**config.mk**
```make
export PLATFORM = sky130hd
export DESIGN_NAME = recv_filter_fifo
export DESIGN_NICKNAME = d
export VERILOG_FILES = /design/src/rtl/recv_filter_fifo_pkg.sv /design/src/rtl/recv_filter_fifo_fifo.sv /design/src/rtl/recv_filter_fifo.sv
export SDC_FILE = /design/constraint.sdc
export NUM_CORES = 1
export LEC_CHECK = 0
export CAP_MARGIN = 40
export CORE_ASPECT_RATIO = 1.2
export CORE_UTILIZATION = 28
export DETAILED_ROUTE_END_ITERATION = 6
export GPL_TIMING_DRIVEN = 0
export SLEW_MARGIN = 10
export SYNTH_ARGS = -nofsm -noshare
export SYNTH_HDL_FRONTEND = slang
export SYNTH_SLANG_ARGS = --single-unit
export TNS_END_PERCENT = 30
```
**constraint.sdc**
```tcl
create_clock -name CLK -period 4.9 [get_ports CLK]
set_input_delay 0.98 -clock CLK [delete_from_list [all_inputs] [get_ports CLK]]
set_output_delay 0.98 -clock CLK [all_outputs]
set_load 0.01 [all_outputs]
```
**src/rtl/recv_filter_fifo_pkg.sv**
```systemverilog
// Shared constants and types for the receive filter FIFO: event modes,
// default reject codes for 8-bit words, and the per-capture action classification.
package recv_filter_fifo_pkg;

  localparam int EVT_TOGGLE = 0;
  localparam int EVT_EDGE   = 1;

  // Entry 0 sits in the low byte: {FA,AA,EE,FE,00,FF}.
  localparam logic [47:0] REJ_CODES_DEF = 48'hFAAAEEFE00FF;

  typedef enum logic [1:0] {
    CAP_IDLE,
    CAP_WRITE,
    CAP_REJECT,
    CAP_DROP
  } cap_action_e;

endpackage

```
**src/rtl/recv_filter_fifo_fifo.sv**
```systemverilog
// First-word fall-through FIFO with occupancy count; a push while full is
// accepted only when a pop in the same cycle frees the head slot.
module sync_fifo #(
  parameter int WIDTH = 8,
  parameter int DEPTH = 16,
  localparam int AW   = $clog2(DEPTH)
) (
  input  logic             clk_i,
  input  logic             rst_ni,
  input  logic             push_i,
  input  logic             pop_i,
  input  logic [WIDTH-1:0] wdata_i,
  output logic             wr_o,
  output logic [WIDTH-1:0] rdata_o,
  output logic             empty_o,
  output logic [AW:0]      fill_o
);

  localparam logic [AW:0]   FULL_LVL = (AW+1)'(DEPTH);
  localparam logic [AW:0]   FILL_ONE = (AW+1)'(1);
  localparam logic [AW-1:0] PTR_ONE  = AW'(1);

  logic [WIDTH-1:0] mem_q [DEPTH];
  logic [AW-1:0]    wr_ptr_q, wr_ptr_d;
  logic [AW-1:0]    rd_ptr_q, rd_ptr_d;
  logic [AW:0]      fill_q, fill_d;
  logic             full, empty, wr, rd;

  assign full  = (fill_q == FULL_LVL);
  assign empty = (fill_q == '0);
  assign rd    = pop_i & ~empty;
  assign wr    = push_i & (~full | rd);

  always_comb begin
    wr_ptr_d = wr ? wr_ptr_q + PTR_ONE : wr_ptr_q;
    rd_ptr_d = rd ? rd_ptr_q + PTR_ONE : rd_ptr_q;
    fill_d   = fill_q;
    if (wr && !rd)      fill_d = fill_q + FILL_ONE;
    else if (rd && !wr) fill_d = fill_q - FILL_ONE;
  end

  always_ff @(posedge clk_i or negedge rst_ni) begin
    if (!rst_ni) begin
      wr_ptr_q <= '0;
      rd_ptr_q <= '0;
      fill_q   <= '0;
    end else begin
      wr_ptr_q <= wr_ptr_d;
      rd_ptr_q <= rd_ptr_d;
      fill_q   <= fill_d;
    end
  end

  // Storage is not reset; the head is masked while empty so stale data never shows.
  always_ff @(posedge clk_i) begin
    if (wr) mem_q[wr_ptr_q] <= wdata_i;
  end

  assign rdata_o = empty ? '0 : mem_q[rd_ptr_q];
  assign wr_o    = wr;
  assign empty_o = empty;
  assign fill_o  = fill_q;

endmodule

```
**src/rtl/recv_filter_fifo.sv**
```systemverilog
// Receive front-end: synchronises a foreign-domain event, captures the held
// data word, drops control/idle codes and buffers the rest for the display path.
module recv_filter_fifo
  import recv_filter_fifo_pkg::*;
#(
  parameter int                        WIDTH     = 8,
  parameter int                        DEPTH     = 16,
  parameter int                        EVT_MODE  = EVT_TOGGLE,
  parameter int                        NUM_REJ   = 6,
  parameter logic [NUM_REJ*WIDTH-1:0]  REJ_CODES = REJ_CODES_DEF,
  parameter int                        CNT_W     = 16,
  localparam int                       AW        = $clog2(DEPTH)
) (
  input  logic             CLK,
  input  logic             nRST,
  input  logic             ev_in,
  input  logic [WIDTH-1:0] din,
  input  logic             flt_en,
  input  logic             clr_cnt,
  output logic             out_valid,
  output logic [WIDTH-1:0] out_data,
  input  logic             out_ready,
  output logic [WIDTH-1:0] last_data,
  output logic [AW:0]      fill,
  output logic [CNT_W-1:0] rej_cnt,
  output logic [CNT_W-1:0] drop_cnt
);

  localparam logic [CNT_W-1:0] CNT_ONE = CNT_W'(1);

  logic             s1_q, s2_q, s3_q;
  logic             det;
  logic [WIDTH-1:0] cap_data_q;
  logic             cap_vld_q;
  logic [WIDTH-1:0] last_data_q;
  logic [CNT_W-1:0] rej_cnt_q, rej_cnt_d;
  logic [CNT_W-1:0] drop_cnt_q, drop_cnt_d;
  logic [NUM_REJ-1:0] code_match;
  logic             hit, fifo_wr, fifo_empty;
  cap_action_e      action;

  assign det = (EVT_MODE == EVT_TOGGLE) ? (s2_q ^ s3_q) : (s2_q & ~s3_q);

  for (genvar i = 0; i < NUM_REJ; i++) begin : g_rej
    assign code_match[i] = (cap_data_q == REJ_CODES[i*WIDTH +: WIDTH]);
  end

  assign hit = flt_en & (|code_match);

  sync_fifo #(
    .WIDTH (WIDTH),
    .DEPTH (DEPTH)
  ) u_fifo (
    .clk_i   (CLK),
    .rst_ni  (nRST),
    .push_i  (cap_vld_q & ~hit),
    .pop_i   (out_ready),
    .wdata_i (cap_data_q),
    .wr_o    (fifo_wr),
    .rdata_o (out_data),
    .empty_o (fifo_empty),
    .fill_o  (fill)
  );

  // A captured word that is neither rejected nor written was lost to a full FIFO.
  always_comb begin
    action = CAP_IDLE;
    if (cap_vld_q) begin
      if (hit)          action = CAP_REJECT;
      else if (fifo_wr) action = CAP_WRITE;
      else              action = CAP_DROP;
    end
  end

  always_comb begin
    rej_cnt_d  = rej_cnt_q;
    drop_cnt_d = drop_cnt_q;
    if (clr_cnt) begin
      rej_cnt_d  = '0;
      drop_cnt_d = '0;
    end else begin
      if (action == CAP_REJECT && rej_cnt_q != '1)  rej_cnt_d  = rej_cnt_q + CNT_ONE;
      if (action == CAP_DROP   && drop_cnt_q != '1) drop_cnt_d = drop_cnt_q + CNT_ONE;
    end
  end

  // din is only sampled on the detected event; the source holds it long enough.
  always_ff @(posedge CLK or negedge nRST) begin
    if (!nRST) begin
      s1_q        <= 1'b0;
      s2_q        <= 1'b0;
      s3_q        <= 1'b0;
      cap_data_q  <= '0;
      cap_vld_q   <= 1'b0;
      last_data_q <= '0;
      rej_cnt_q   <= '0;
      drop_cnt_q  <= '0;
    end else begin
      s1_q       <= ev_in;
      s2_q       <= s1_q;
      s3_q       <= s2_q;
      cap_vld_q  <= det;
      if (det) cap_data_q <= din;
      if (action == CAP_WRITE) last_data_q <= cap_data_q;
      rej_cnt_q  <= rej_cnt_d;
      drop_cnt_q <= drop_cnt_d;
    end
  end

  assign out_valid = ~fifo_empty;
  assign last_data = last_data_q;
  assign rej_cnt   = rej_cnt_q;
  assign drop_cnt  = drop_cnt_q;

endmodule

```
# Yosys cells after proc, flatten, opt, wreduce, memory -nomap -nowiden
# Memory sizes are Yosys's and may differ from the RTL's.
# Cells that the tools add are included.
# word_totals
rom_bits	0
ramBits	128
memories	1
latch_bits	0
ff_bits	65
out_inout_bits	54
# mem_list
memory	depth	width	rd	rd_ports_with_merged_regs	wr	line	text
u_fifo.mem_q	16	8	1	0	1	recv_filter_fifo_fifo.sv:23	logic [WIDTH-1:0] mem_q [DEPTH];
# classes
muxes	12
eq_ne	11
reduce_logical	12
magnitude_cmp	0
div	0
addsub	6
n_shift	0
multipliers	0
n_bitwise	9
# ops
operator	n
$mux 16	4
$eq 8x8->1 const B	5
$add 16x1->16 const B	2
$ne 16x16->1 const B	2
$mux 5	2
$add 4x1->4 const B	2
$logic_not 8->1	1
$mux 8	1
$mux 2	3
$reduce_bool 2->1	3
$reduce_or 6->1	1
$add 5x1->5 const B	1
$eq 5x5->1 const B	1
$logic_not 5->1	1
$sub 5x1->5 const B	1
$and 1x1->1	4
$eq 2x2->1 const B	2
$logic_and 1x1->1	4
$not 1->1	3
$eq 2x1->1 const B	1
$logic_not 1->1	2
$mux 1	2
$or 1x1->1	1
$xor 1x1->1	1

# Longest topological paths before layout
# Gate-level depths: netlist (run 1).
# logic_depth
depth_word	13
ltp_mapped	13

# Cells and area by module
# A second synthesis (run 1) with hierarchy kept.
# hier_totals
cells_unflattened	557
area_unflattened_um2	8449.4
# modules_own_cells
module	seq_area_each_um2	area_per_inst_um2	n_inst	cells_each
sync_fifo	4169.0	5761.8	1	298
recv_filter_fifo	1301.2	2687.6	1	259

# Least setup slack after synthesis (run 1)
# OpenSTA, ideal clock, no wires.
# synth_timing
path_type	input-to-reg
startpoint	in flt_en
endpoint	mem u_fifo.mem_q[0][0], enable pin
path_slack_ps	1639
stages	6
required_ps	4502
arrival_time_ps	2864
cell_sequence	nor2b_1 a22o_1 a21oi_1 nand2_1 clkbuf_1 nor4b_1
# synth_via
elab_chain_len	6
# synth_rtl
item	line	text
from (decl)	recv_filter_fifo.sv:18	input logic flt_en,
$and 1x1->1	recv_filter_fifo.sv:48	assign hit = flt_en & (|code_match);
$not 1->1	recv_filter_fifo.sv:56	.push_i (cap_vld_q & ~hit),
$and 1x1->1	recv_filter_fifo.sv:56	
$and 1x1->1	recv_filter_fifo_fifo.sv:32	assign wr = push_i & (~full | rd);
$mux 1	recv_filter_fifo_fifo.sv:56	if (wr) mem_q[wr_ptr_q] <= wdata_i;
$mux 1 (implied by the code)	recv_filter_fifo_fifo.sv:56	
to (decl)	recv_filter_fifo_fifo.sv:23	
# Every way passes these cells.

# Final worst setup path (run 1)
# layout_timing
startpoint	reg u_fifo.rd_ptr_q[0]
endpoint	out out_data[4]
# layout_via
elab_chain_len	2
# layout_rtl
item	line	text
from (decl)	recv_filter_fifo_fifo.sv:25	logic [AW-1:0] rd_ptr_q, rd_ptr_d;
from (signal assigned)	recv_filter_fifo_fifo.sv:49	rd_ptr_q <= rd_ptr_d;
$mem_v2 16x8	n/a	
$mux 8	recv_filter_fifo_fifo.sv:59	assign rdata_o = empty ? '0 : mem_q[rd_ptr_q];
to (decl)	recv_filter_fifo.sv:21	output logic [WIDTH-1:0] out_data,
# Every way passes these cells.

==> results of run 1 <==
[worst paths after layout]
path,startpoint,to,cells after the start
max,u_fifo.rd_ptr_q[0]$_DFFE_PN0N_,out_data[4],6
max in group asynchronous,nRST,last_data[5]$_DFFE_PN0N_,2
min,s1_q$_DFF_PN0_,s2_q$_DFF_PN0_,0
max reg2reg,cap_data_q[3]$_DFFE_PN0P_,u_fifo.fill_o[4]$_DFFE_PN0P_,13
min reg2reg,s1_q$_DFF_PN0_,s2_q$_DFF_PN0_,0
min in group asynchronous,nRST,s1_q$_DFF_PN0_,1
[cell type report]
| class | count | share of cell area |
|---|---|---|
| plain buffers | 28 | 0.01167 |
| flip-flops and latches | 193 | 0.5426 |
| clock inverters | 15 | 0.01837 |
| clock buffers | 17 | 0.04219 |
| inverters | 11 | 0.004095 |
| well taps | 385 | 0.04778 |
| multi-input cells | 295 | 0.2592 |
| repair buffers | 75 | 0.07409 |
[cell usage after synthesis (2+ instances only)]
master	number	area, um2
nor3_1	6	30.03
nor2_1	18	67.56
or4_1	11	82.58
xor2_1	5	43.79
or4_4	2	22.52
nand2_1	19	71.32
o31ai_1	9	67.56
nand2b_1	2	12.51
clkbuf_1	18	67.56
or3_1	19	118.9
mux4_2	40	900.9
nor4b_1	2	17.52
mux2_2	17	191.4
nand4_1	12	75.07
o21ai_1	8	40.04
edfxtp_1	128	3844
inv_1	10	37.54
a21o_1	2	15.01
buf_1	5	18.77
nand3_1	23	115.1
and2_1	10	62.56
dfrtp_1	65	1627
o21ai_0	14	70.07
nor4_1	4	25.02
and3_1	5	31.28
a21oi_1	31	155.2
and4b_1	2	20.02
buf_2	4	20.02
xnor2_1	9	78.83
ha_1	11	137.6
[registers in the layout (all words and copies together), names as in the netlist]
register / cells
cap_data_q: 8
cap_vld_q: 1
drop_cnt: 16
last_data: 8
rej_cnt: 16
s1_q: 1
s2_q: 1
s3_q: 1
u_fifo.fill_o: 5
u_fifo.mem_q: 128
u_fifo.rd_ptr_q: 4
u_fifo.wr_ptr_q: 4
[power by group through the flow]
stage	clock network [mW]	registers (mW)	logic (mW)
after floorplan	0	2.13	0.966
after global placement	0	2.16	1.53
after detailed placement	0	2.17	1.59
after CTS	1.42	2.14	1.59
after global routing	1.47	2.16	1.71
final	1.39	2.13	1.56
[layer usage]
metal  vias up  global-route usage
met5         -                   0
met4         0             0.05030
met3        16             0.02551
met2        90              0.2233
met1      2477              0.1590
li1       2259                   -
[stage by stage]
| stage | power (mW) | setup slack (ns) | util |
|---|---|---|---|
| 3_3_place_gp | 3.688 | 0.2518 | 0.3243 |
| 5_1_grt | 5.338 | 0.1719 | 0.3496 |
| 6_report | 5.081 | 0.4472 | 0.3496 |
| 3_5_place_dp | 3.760 | 0.7776 | 0.3280 |
| 4_1_cts | 5.146 | 0.3540 | 0.3492 |
| 2_1_floorplan | 3.093 | 1.639 | - |
[cells by family after synthesis]
family / Yosys count / share of synthesized area
AOI/OAI and AO/OA: 70 / 0.04861
xor gates and xnor gates: 14 / 0.01493
adders and majority gates: 12 / 0.01920
buffers and inverters: 39 / 0.01935
DFF: 193 / 0.6663
muxes: 59 / 0.1356
and+or+nand+nor: 140 / 0.09601
==> summary.txt, run 1 <==
Clock network
  • Post_cts resized: 0
  • CTS H-tree depth: 4
  • Num CTS Buffers: 17
  • Number of setup buffers added after CTS: 0
  • CTS sink count: approximately 190
  • CTS tree: done
  • Hold_buf cts: 0
  • CTS clk-pin slew, worst paths: 0.08 ns
  • Clk root buf: clkbuf_16
  • Max Root-Sink Buffers: 2
  • Clk_lat worst skew: between 0.4 and 0.5 ns

Worst setup path
  • Critical Path Max Stage Delay: ~0.66 ns
  • Critical setup path kind: reg2out
  • Req. time, crit path: about 4 ns
  • Critical path's slowest cell: buf_1
  • WP buf/inv: 3
  • Reg2reg setup slack: 1.33 ns
  • Top fanout value on the critical path: 10
  • CP cell instances: buf_2 > buf_1 > mux4_2 > mux4_2 > and2_1 > clkdlybuf4s50_1
  • Cell mode on critical path: mux4_2
  • Worst Path Arrival: between 3 and 4 ns
  • Crit. End Element: output pin
  • Critical path startpoint category: register
  • Kind of cell adding the most delay to the critical path: buffers and inverters

STA
  • Post-layout min period: roughly 4.5 ns
  • Setup TNS Final: 0 ns
  • Final setup fails: 0
  • Max Clk Rate: 0.2246 GHz
  • Worst Tran Pin Value: 0.8176 ns
  • RSZ-0062 raised after global routing: false
  • Final slew viol count: 0
  • Final hold violation count: 0
  • Final period utilization: 0.9087
  • Slew headroom: 0.4520
  • Clock Skew: roughly 0.012 ns
  • Worst Hold Slack: around 0.35 ns

Floorplanning
  • Core Region: just under 30000 um2
  • I/O Pins: between 60 and 70
  • Initial Util: 0.2847
  • Core Rows: between 60 and 70
  • Die Y: ~190 um
  • Die Area: roughly 30000 um2
  • Die X: 158.3 um

Place
  • GPL Wtd Cong: 0.8098
  • Count of placed standard cells including taps: slightly below 1000
  • Placed inst area: between 9000 and 10000 um2
  • Post-DP HPWL: 12580 um
  • Port Buf Inserts: between 60 and 70

Power and ir drop
  • P_int: 3.493 mW
  • Net Sw Frac: 0.3125
  • Sequential Power Share: 0.419
  • Leakage: 3.380 nW
  • Clock power frac: 0.274
  • Combinational fraction of design power: 0.307
  • Total power density per cell area: 504.0 nW/um2
  • Total net switching power: about 1.6 mW
  • Peak supply drop: about 0.26 mV

Drt
  • DRC viols: 0
  • WL final: 18140 um
  • M1 WL: around 7600 um
  • Routed wl met3: just over 700 um
  • Metal2 WL: 9507 um
  • DRT iter0 DRCs: ~300
  • Vias per inst: 4.752
  • Antenna-violating nets left: 0
  • Avg WL per Cell: 17.80 um
  • 1st-pass router iterations: 4
  • Highest metal used: met4
  • Vias: 4842

GRT
  • Grt ovf: 0
  • First-pass GRT wire length: 28900 um
  • Initial antenna violation count: 0
  • Number of global-route vias before repair: between 5000 and 6000
  • Largest net degree at the start of global routing: 40
  • Gr usage total: 0.1298

Synth
  • Post-synthesis sequential area ratio: 0.6663
  • Synthesized Nets: 553
  • Post-Syn Area: 8210 um2
  • Mapped Avg Cell Area: 15.58 um2
  • Yosys cell types: 46
  • Synth Instances: approximately 530
  • Async S/R FF share, synth: 0.3368
  • Commonest register cell after synthesis: edfxtp_1
  • #FFs+latches synth: between 150 and 200
  • EDFF count, synth: between 100 and 150
  • Synth warn: 0

Final layout
  • # nets final: ~650
  • # fillers: ~2800
  • Register area: 5470 um2
  • Most frequent cells in the layout: 128 x edfxtp_1, 65 x dfrtp_1, 65 x clkdlybuf4s50_1, 40 x mux4_2, 31 x a21oi_1
  • Final Cell Area: slightly above 10000 um2
  • Post-Layout Cell Count: slightly above 1000
  • Area growth, synth to finish: 22.80%
  • Commonest non-fill, non-tap cell in the layout: edfxtp_1
  • Layout cell share with drive strength beyond 1: 0.1798
  • ANT cells: 0
  • Multi-input logic area: roughly 2600 um2

Run
  • MaxCap Viol Count: 0

Status
  • Outcome: completed

Min path
  • Hold Crit Class: reg2reg
Note: power is estimated with default switching activity, not from simulation.
==> inputs of run 2 (changes only) <==
--- a/config.mk
+++ b/config.mk
@@ -9,6 +9,7 @@
 export CORE_ASPECT_RATIO = 1.2
 export CORE_UTILIZATION = 28
 export DETAILED_ROUTE_END_ITERATION = 6
+export DONT_BUFFER_PORTS = 1
 export GPL_TIMING_DRIVEN = 0
 export SLEW_MARGIN = 10
 export SYNTH_ARGS = -nofsm -noshare
==> run 2 against run 1 <==
Against the previous run:
- register-to-register slack worse by 0.11 ns
- via count shrank 4.4%
- sequential power is essentially flat
- sequential share of layout area rose by 3.8 points
- combinational power down 16%
- worst setup slack better by 0.41 ns
- non-clock buffer count shrank 66
- final area is 6.5% lower
- maximum frequency grew 10%
- routed wire length fell by 0.33%
- total power is 3.9% lower
- count of clock-buffer cells in the layout did not move
- critical endpoint unchanged
==> summary.txt, run 2 (synthesis gave the netlist of run 1 again) <==
Status
  • Outcome: completed

STA
  • Final slew viol count: 0 (unchanged)
  • Max Clk Rate: 0.2476 GHz (+10%)
  • Final setup fails: 0 (unchanged)
  • Post-layout min period: 4.038 ns (-0.4146 ns)
  • Worst Hold Slack: 0.2346 ns (-0.1190 ns)
  • RSZ-0062 raised after global routing: false
  • Slew headroom: 0.4413 (-0.01065)
  • Worst Tran Pin Value: 0.8335 ns (+0.01589 ns)
  • Setup TNS Final: 0 ns (unchanged)
  • Clock Skew: 0.01272 ns (+0.0009591 ns)
  • Final period utilization: 0.8241 (-0.08461)
  • Final hold violation count: 0 (unchanged)

Final layout
  • Layout cell share with drive strength beyond 1: 0.2025 (+0.02265)
  • ANT cells: 0 (unchanged)
  • Largest register by flop count: u_fifo.mem_q
  • Commonest non-fill, non-tap cell in the layout: edfxtp_1
  • Post-Layout Cell Count: 953 (-6.5%)
  • Most frequent cells in the layout: 128 x edfxtp_1, 65 x dfrtp_1, 40 x mux4_2, 31 x a21oi_1, 23 x nand3_1
  • # fillers: 2823 (+2.5%)
  • Area growth, synth to finish: 14.81%
  • Largest register FFs: 128 (unchanged)
  • # nets final: 581 (-10%)
  • Final core occ: 0.3268 (-0.02273)

Worst setup path
  • Critical R2R Capture: u_fifo.fill_o[4]$_DFFE_PN0P_
  • Reg2reg setup slack: 1.22 ns (-0.11 ns)
  • R2r worst-path depth: 13 (unchanged)
  • Critical Path Max Stage Delay: 0.63 ns (-0.03 ns)
  • Req. time, crit path: 3.92 ns (about the same)
  • Critical path's slowest cell: buf_1
  • Top fanout value on the critical path: 10 (unchanged)
  • Crit. End Element: output pin
  • CP cell instances: buf_2 > buf_1 > mux4_2 > mux4_2 > and2_1
  • Critical setup path kind: reg2out
  • Reg2reg start: u_fifo.fill_o[0]$_DFFE_PN0P_
  • Worst Path Arrival: 3.06 ns (-0.41 ns)
  • Critical path startpoint category: register
  • Cell mode on critical path: mux4_2

Power and ir drop
  • Leakage: 3.139 nW (-7.1%)
  • Peak supply drop: 0.2753 mV (+6.4%)
  • Total power density per cell area: 518.3 nW/um2 (+2.8%)

Drt
  • Avg WL per Cell: 18.97 um (+6.6%)
  • Vias: 4628 (-4.4%)
  • WL final: 18080 um (-0.33%)
  • 1st-pass router iterations: 4 (unchanged)
  • Vias per inst: 4.856 (+2.2%)
  • DRC viols: 0 (unchanged)
  • Antenna-violating nets left: 0 (unchanged)
  • DRT iter0 DRCs: 238 (-22%)

GRT
  • First-pass GRT wire length: 28260 um (-2.2%)
  • Gr usage total: 0.1286 (-0.001208)
  • Number of global-route vias before repair: 4700 (-6.2%)
  • Grt ovf: 0 (unchanged)
  • Initial antenna violation count: 2 (+2)
  • Largest net degree at the start of global routing: 66 (+65%)

Place
  • Post-DP HPWL: 12300 um (-2.3%)
  • Port Buf Inserts: 0 (-100%)
  • Count of placed standard cells including taps: 921 (-6.6%)
  • GPL Wtd Cong: 0.8015 (-1.0%)

Clock network
  • CTS tree: done
  • CTS sink count: 193 (unchanged)
  • Hold_buf cts: 0 (unchanged)
  • Clk root buf: clkbuf_16
  • CTS H-tree depth: 4 (unchanged)
  • Num CTS Buffers: 17 (unchanged)
  • Number of setup buffers added after CTS: 0 (unchanged)
  • Max Root-Sink Buffers: 2 (unchanged)
  • CTS clk-pin slew, worst paths: 0.07 ns (about the same)
  • Post_cts resized: 0 (unchanged)
  • Clk_lat worst skew: 0.44 ns (about the same)

Floorplanning
  • Die Area: 30020 um2 (unchanged)
  • Die X: 158.3 um (unchanged)
  • Die Y: 189.6 um (unchanged)
  • Core Rows: 68 (unchanged)
  • Initial Util: 0.2847 (unchanged)
  • Core Region: 28840 um2 (unchanged)
  • I/O Pins: 68 (unchanged)

Run
  • MaxCap Viol Count: 0 (unchanged)

Min path
  • Hold Crit Class: in2async
-- run 2: changes by cell type in the layout (fill, tap and decap cells not counted), sizes merged --
cell,delta
clkinv,-5
bufinv,+1
clkinvlp,+1
inv,+3
buf,-1
clkdlybuf4s50,-65
-- run 2: cell type report --
cell class	instances	area [um2]	area share
buffer	28	117.6	0.01248
clock buffer	17	425.4	0.04513
clock inverter	15	182.7	0.01938
inverter	11	41.29	0.004380
multi-input combinational	295	2624	0.2783
sequential	193	5470	0.5803
tap	385	481.7	0.05110
timing repair buffer	9	83.83	0.008893
-- run 2: worst max-delay path by stage --
stage / from / depth (start not counted) / slack (ns) / endpoint
final: u_fifo.rd_ptr_q[0]$_DFFE_PN0N_ / 5 / 0.86 / out_data[4]
after global routing: u_fifo.rd_ptr_q[0]$_DFFE_PN0N_ / 5 / 0.71 / out_data[6]
after CTS: u_fifo.rd_ptr_q[0]$_DFFE_PN0N_ / 5 / 0.76 / out_data[6]
after detailed placement: u_fifo.fill_o[0]$_DFFE_PN0P_ / 13 / 1.15 / u_fifo.fill_o[4]$_DFFE_PN0P_
after global placement: flt_en / 6 / 0.80 / u_fifo.mem_q[0][5]$_DFFE_PP_
after floorplan: flt_en / 6 / 1.64 / u_fifo.mem_q[0][0]$_DFFE_PP_
-- run 2: worst max-delay path, delay by kind of cell, from the launching register on --
kind / cells / cell delay [ns]
multiplexers: 2 / 1.16
buffers and inverters: 2 / 0.89
flip-flops: 1 / 0.35
AND/OR/NAND/NOR: 1 / 0.22
-- run 2: stage by stage --
step / instance area [um2] / power, mW / setup slack, ns
finish: 9427 / 4.885 / 0.8617
floorplan: 8210 / 3.093 / 1.639
CTS: 9427 / 4.968 / 0.7636
detailed placement: 8818 / 3.550 / 1.154
global placement: 8692 / 3.453 / 0.8033
global route: 9427 / 5.135 / 0.7120
-- run 2: report_power, final --
part / switching, mW / leakage (nW) / internal, mW
Combinational: 0.682 / 0.854 / 0.628
Sequential: 0.180 / 1.99 / 1.98
Clock: 0.680 / 0.293 / 0.738
Total: 1.54 / 3.14 / 3.34
-- run 2: per-layer routing --
layer	vias to the layer above	global-route usage	part of all wire	wire, um
met4	2	0.04031	0.011	196
met5	-	0	0.00055	10
met1	2371	0.1654	0.43	7707
met3	19	0.03349	0.052	945
li1	2124	-	-	-
met2	112	0.2107	0.51	9220
